**config.mk**
```make
export PLATFORM = sky130hd
export DESIGN_NAME = fetch_redirect_control
export DESIGN_NICKNAME = d
export VERILOG_FILES = /design/src/rtl/fetch_redirect_control.sv
export SDC_FILE = /design/constraint.sdc
export NUM_CORES = 1
export LEC_CHECK = 0
export ABC_AREA = 1
export CAP_MARGIN = 20
export CORE_MARGIN = 4
export CORE_UTILIZATION = 40
export CTS_CLUSTER_DIAMETER = 200
export DETAILED_ROUTE_END_ITERATION = 8
export PLACE_DENSITY = 0.73
export SLEW_MARGIN = 10
export SYNTH_ARGS = -nofsm -noshare
export SYNTH_HDL_FRONTEND = slang
export SYNTH_SLANG_ARGS = --single-unit
```
**constraint.sdc**
```tcl
create_clock -name clk -period 4.42 [get_ports clk]
set_input_delay 1.105 -clock clk [delete_from_list [all_inputs] [get_ports clk]]
set_output_delay 1.105 -clock clk [all_outputs]
set_load 0.005 [all_outputs]
```
**src/rtl/fetch_redirect_control.sv**
```systemverilog
// fetch_redirect_control
// Holds the IF/ID pipeline register and decodes the instruction in ID.
// Resolves beq/bne/j/jal/jr in ID and drives PCWrite/PCSelector/target to fetch.
// Detects load-use and branch-operand hazards (stall + ID/EX bubble) and
// flushes the wrong-path fetch on a taken redirect.
// Keeps saturating stall and flush event counters for performance debug.
// Jump targets take PC_4[NBits-1:28], so NBits must be at least 32.
module fetch_redirect_control #(
    parameter int NBits    = 32,
    parameter int CNT_BITS = 16
) (
    input  logic                clk,
    input  logic                reset,
    input  logic [NBits-1:0]    Instruction,
    input  logic [NBits-1:0]    PC_4,
    input  logic [NBits-1:0]    RsData,
    input  logic [NBits-1:0]    RtData,
    input  logic                ID_EX_MemRead,
    input  logic                ID_EX_RegWrite,
    input  logic [4:0]          ID_EX_WriteReg,
    input  logic                EX_MEM_MemRead,
    input  logic [4:0]          EX_MEM_WriteReg,
    output logic                PCWrite,
    output logic                PCSelector,
    output logic [NBits-1:0]    BranchOrJumpAddress,
    output logic [NBits-1:0]    IFID_Instruction,
    output logic [NBits-1:0]    IFID_PC_4,
    output logic                ID_EX_Bubble,
    output logic [CNT_BITS-1:0] StallCount,
    output logic [CNT_BITS-1:0] FlushCount
);

    localparam logic [5:0] OP_RTYPE = 6'h00;
    localparam logic [5:0] OP_J     = 6'h02;
    localparam logic [5:0] OP_JAL   = 6'h03;
    localparam logic [5:0] OP_BEQ   = 6'h04;
    localparam logic [5:0] OP_BNE   = 6'h05;
    localparam logic [5:0] FN_JR    = 6'h08;
    localparam logic [CNT_BITS-1:0] CNT_ONE = CNT_BITS'(1);
    localparam logic [CNT_BITS-1:0] CNT_MAX = '1;

    logic [NBits-1:0]    r_ifid_instr;
    logic [NBits-1:0]    r_ifid_pc4;
    logic [CNT_BITS-1:0] r_stall_cnt;
    logic [CNT_BITS-1:0] r_flush_cnt;

    logic [5:0]       w_op;
    logic [4:0]       w_rs;
    logic [4:0]       w_rt;
    logic [5:0]       w_funct;
    logic             w_is_beq;
    logic             w_is_bne;
    logic             w_is_j;
    logic             w_is_jal;
    logic             w_is_jr;
    logic [NBits-1:0] w_br_off;
    logic [NBits-1:0] w_target;
    logic             w_taken;
    logic             w_load_use;
    logic             w_branch_hz;
    logic             w_stall;
    logic             w_flush;

    // Register 0 is hardwired zero, so it never creates a dependency.
    function automatic logic f_hit(input logic [4:0] dst, input logic [4:0] src);
        return (dst != 5'd0) && (dst == src);
    endfunction

    assign w_op     = r_ifid_instr[31:26];
    assign w_rs     = r_ifid_instr[25:21];
    assign w_rt     = r_ifid_instr[20:16];
    assign w_funct  = r_ifid_instr[5:0];
    assign w_is_beq = (w_op == OP_BEQ);
    assign w_is_bne = (w_op == OP_BNE);
    assign w_is_j   = (w_op == OP_J);
    assign w_is_jal = (w_op == OP_JAL);
    assign w_is_jr  = (w_op == OP_RTYPE) && (w_funct == FN_JR);
    assign w_br_off = {{(NBits-18){r_ifid_instr[15]}}, r_ifid_instr[15:0], 2'b00};

    // Redirect target for whichever control-transfer sits in ID.
    always_comb begin
        w_target = '0;
        if (w_is_beq || w_is_bne) begin
            w_target = r_ifid_pc4 + w_br_off;
        end else if (w_is_j || w_is_jal) begin
            w_target = {r_ifid_pc4[NBits-1:28], r_ifid_instr[25:0], 2'b00};
        end else if (w_is_jr) begin
            w_target = RsData;
        end
    end

    assign w_taken = (w_is_beq && (RsData == RtData)) ||
                     (w_is_bne && (RsData != RtData)) ||
                     w_is_j || w_is_jal || w_is_jr;

    // Any consumer of a load result in EX must wait one cycle.
    assign w_load_use = ID_EX_MemRead &&
                        (f_hit(ID_EX_WriteReg, w_rs) || f_hit(ID_EX_WriteReg, w_rt));

    // Branches compare in ID, so operands still in EX (ALU) or MEM (load) must settle.
    assign w_branch_hz =
        ((w_is_beq || w_is_bne) &&
         ((ID_EX_RegWrite && (f_hit(ID_EX_WriteReg, w_rs) || f_hit(ID_EX_WriteReg, w_rt))) ||
          (EX_MEM_MemRead && (f_hit(EX_MEM_WriteReg, w_rs) || f_hit(EX_MEM_WriteReg, w_rt))))) ||
        (w_is_jr &&
         ((ID_EX_RegWrite && f_hit(ID_EX_WriteReg, w_rs)) ||
          (EX_MEM_MemRead && f_hit(EX_MEM_WriteReg, w_rs))));

    // Stall wins over a redirect: a stalled branch may still be reading stale operands.
    assign w_stall = w_load_use || w_branch_hz;
    assign w_flush = w_taken && !w_stall;

    assign PCWrite             = !w_stall;
    assign PCSelector          = w_flush;
    assign ID_EX_Bubble        = w_stall;
    assign BranchOrJumpAddress = w_target;
    assign IFID_Instruction    = r_ifid_instr;
    assign IFID_PC_4           = r_ifid_pc4;
    assign StallCount          = r_stall_cnt;
    assign FlushCount          = r_flush_cnt;

    // IF/ID register: hold on stall, squash to NOP on redirect, else advance.
    always_ff @(posedge clk or negedge reset) begin
        if (!reset) begin
            r_ifid_instr <= '0;
            r_ifid_pc4   <= '0;
        end else if (w_stall) begin
            r_ifid_instr <= r_ifid_instr;
            r_ifid_pc4   <= r_ifid_pc4;
        end else if (w_flush) begin
            r_ifid_instr <= '0;
            r_ifid_pc4   <= '0;
        end else begin
            r_ifid_instr <= Instruction;
            r_ifid_pc4   <= PC_4;
        end
    end

    // Saturating event counters; they stick at all-ones instead of wrapping.
    always_ff @(posedge clk or negedge reset) begin
        if (!reset) begin
            r_stall_cnt <= '0;
            r_flush_cnt <= '0;
        end else begin
            if (w_stall && (r_stall_cnt != CNT_MAX)) begin
                r_stall_cnt <= r_stall_cnt + CNT_ONE;
            end
            if (w_flush && (r_flush_cnt != CNT_MAX)) begin
                r_flush_cnt <= r_flush_cnt + CNT_ONE;
            end
        end
    end

endmodule
```
==> metrics.yaml <==
yosys.area.top_type: "dfrtp_1"
fp.dieH_um: 145.0
netlist.area_leader.share: 0.3198
cts_buffer_depth: 2
fmax_mhz: 235.9
async_reset_ff_frac: 1.000
ant_nets: 0
postCtsSetupRepairBufs: 0
period_share: 0.9589
end_kind: "output port"
syn-cell-area_um2: 7512
initial_core_util: 0.4126
synth_area_leaders: "dfrtp_1 32%, nand2_1 24%, ha_1 5.2%"
relSlewSlack: 0.5161
hpwl_mm: 21.11
grt_max_degree: 52
cts_buffers: 9
core_area_um2: 18210
die_area_um2: 21040
vdd.ir_drop.worst_uv: 198.1
h-tree-depth: 3
grt_pass1_wl_mm: 43.81
fin_nets: 1588
ys_warn_count: 0
arrival_ps: 3130
synth_most_common_cell: "nand2_1"
vias: 8347
power_density_nw_per_um2: 292.3
finalSetupTns_ps: 0
hold_viol: 0
period_needed_ps: 4239
yosys-top-cells-count: "471 x nand2_1, 99 x inv_1, 96 x dfrtp_1, 86 x nor2_1, 59 x a21oi_1"
ctsResizeCount: 0
synth_edf_count: 0
worst-path-max-fanout: 4
port_buffers: 273
hold_path.class: "flop to flop"
final-setup-viol-count: 0
synthFlopType: "dfrtp_1"
routed_via_density: 5.071
die_w_um: 145.0
dr.pass1.iters: 5
drc: 0
io_pins: 274
run_status: "finished clean"
synth.ff_latch_count: 96
skew_ps: 10.37
required_ps: 3310
routed_wl_mm: 27.09
grt_overflow: 0
grt_antenna_before_repair: 0
slew_violations: 0
fillers: 1762
areaGrowthSynthToFinish_pct: 43.12
wl_per_cell_um: 16.46
yosysSeqAreaShare: 0.3198
drt_iter0_drc: 504
cts_tree: "built"
hold_buffers: 0
total_power_mw: 3.142
start_kind: "input port"
drive_gt1_frac: 0.03246
grt_pass1_vias: 8368
synthesis.nets: 1323
grt.total_usage: 0.2557
synth_cells: 1148
total_leakage_power_nw: 5.039
antenna_cells: 0
syn_avg_cell_area_um2: 6.544
worstSetupPathType: "input port to output port"
max_cap_viol_count: 0
rsz0062_at_grt: "false"
tightest_slew_ps: 725.1
insertion_delay_ps: 360
clk_pin_slew_ps: 60
num_rows: 49
cts-root-buf: "clkbuf_16"
gp_congestion: 0.9584
synth.distinct_cells: 39
cts.sinks: 96
==> path summary, 6_finish.rpt <==
check / depth (start not counted) / to / start / slack, ps
max in group asynchronous: 2 / IFID_Instruction[15] / reset / 2880
max: 12 / PCSelector / EX_MEM_WriteReg[1] / 180
min in group asynchronous: 1 / IFID_PC_4[29] / reset / 710
max reg2reg: 12 / StallCount[14] / IFID_Instruction[31] / 1610
min reg2reg: 2 / IFID_PC_4[18] / IFID_PC_4[18] / 520
min: 2 / IFID_PC_4[18] / IFID_PC_4[18] / 520
==> where the power goes <==
group	switching [mW]	total [mW]	internal (mW)
sequential	0.137	1.11	0.972
clock	0.366	0.763	0.397
combinational	0.663	1.27	0.607
==> layout by cell type, fill, tap and decap left out, types with 22 or more instances in the layout <==
cell,n
a21oi_1,59
clkdlybuf4s50_1,272
dfrtp_1,95
ha_1,31
inv_1,99
nand2_1,471
nand3_1,57
nand4_1,25
nor2_1,82
o21ai_0,39
xnor2_1,39
xor2_1,22
==> critical path: stages <==
cell and delay (ps):
clkdlybuf4s50_1 530, inv_1 70, o21ai_0 160, nor2_1 90, nand2_1 70, nor2_1 40, nor2_1 120, nand2_2 80
nand2_1 70, nand2_2 90, a31oi_1 140, clkdlybuf4s50_1 580
==> stage by stage <==
step                hold slack (ps)  instance area, µm²    util  cells  worst slack, ps
finish                        521.3               10750  0.5905   1646            181.4
global route                  533.1               10750  0.5905   1646            20.71
CTS                           517.3               10730  0.5893   1646            3.768
detailed placement            500.8               10460  0.5743   1631            108.7
global placement              495.9               10460  0.5743   1631            136.7
floorplan                     494.0                7512       -   1148             1060
==> kinds of logic (layout without fill, tap and decap cells) <==
logic type / after synthesis / in the layout / synth area share
XOR/XNOR: 62 / 62 / 0.07229
buffers and inverters: 135 / 404 / 0.07528
AND/OR/NAND/NOR: 672 / 672 / 0.3628
AO/OA/AOI/OAI: 151 / 151 / 0.1156
adder cells (fa/ha/maj): 32 / 32 / 0.05430
flip-flops: 96 / 96 / 0.3198
==> state kept, by name (all words and copies together), names as in the netlist <==
register          cells
IFID_PC_4            32
StallCount           16
FlushCount           16
IFID_Instruction     32
==> layout make-up <==
cell class	instances	area [µm²]	area share
Sequential cell	96	2404	0.2236
Clock inverter	4	30.03	0.002793
Multi-Input combinational cell	917	4569	0.4250
Inverter	105	394.1	0.03666
Clock buffer	11	242.7	0.02258
Timing Repair Buffer	284	2825	0.2628
Tap cell	229	286.5	0.02665
==> layer usage <==
| layer | wire length, µm | track usage | share of wire |
|---|---|---|---|
| met5 | 0 | 0 | 0 |
| met4 | 626 | 0.07458 | 0.023 |
| met3 | 1855 | 0.06735 | 0.068 |
| met2 | 12980 | 0.4338 | 0.48 |
| met1 | 11630 | 0.3225 | 0.43 |
Power figures use the tool's default switching activity.
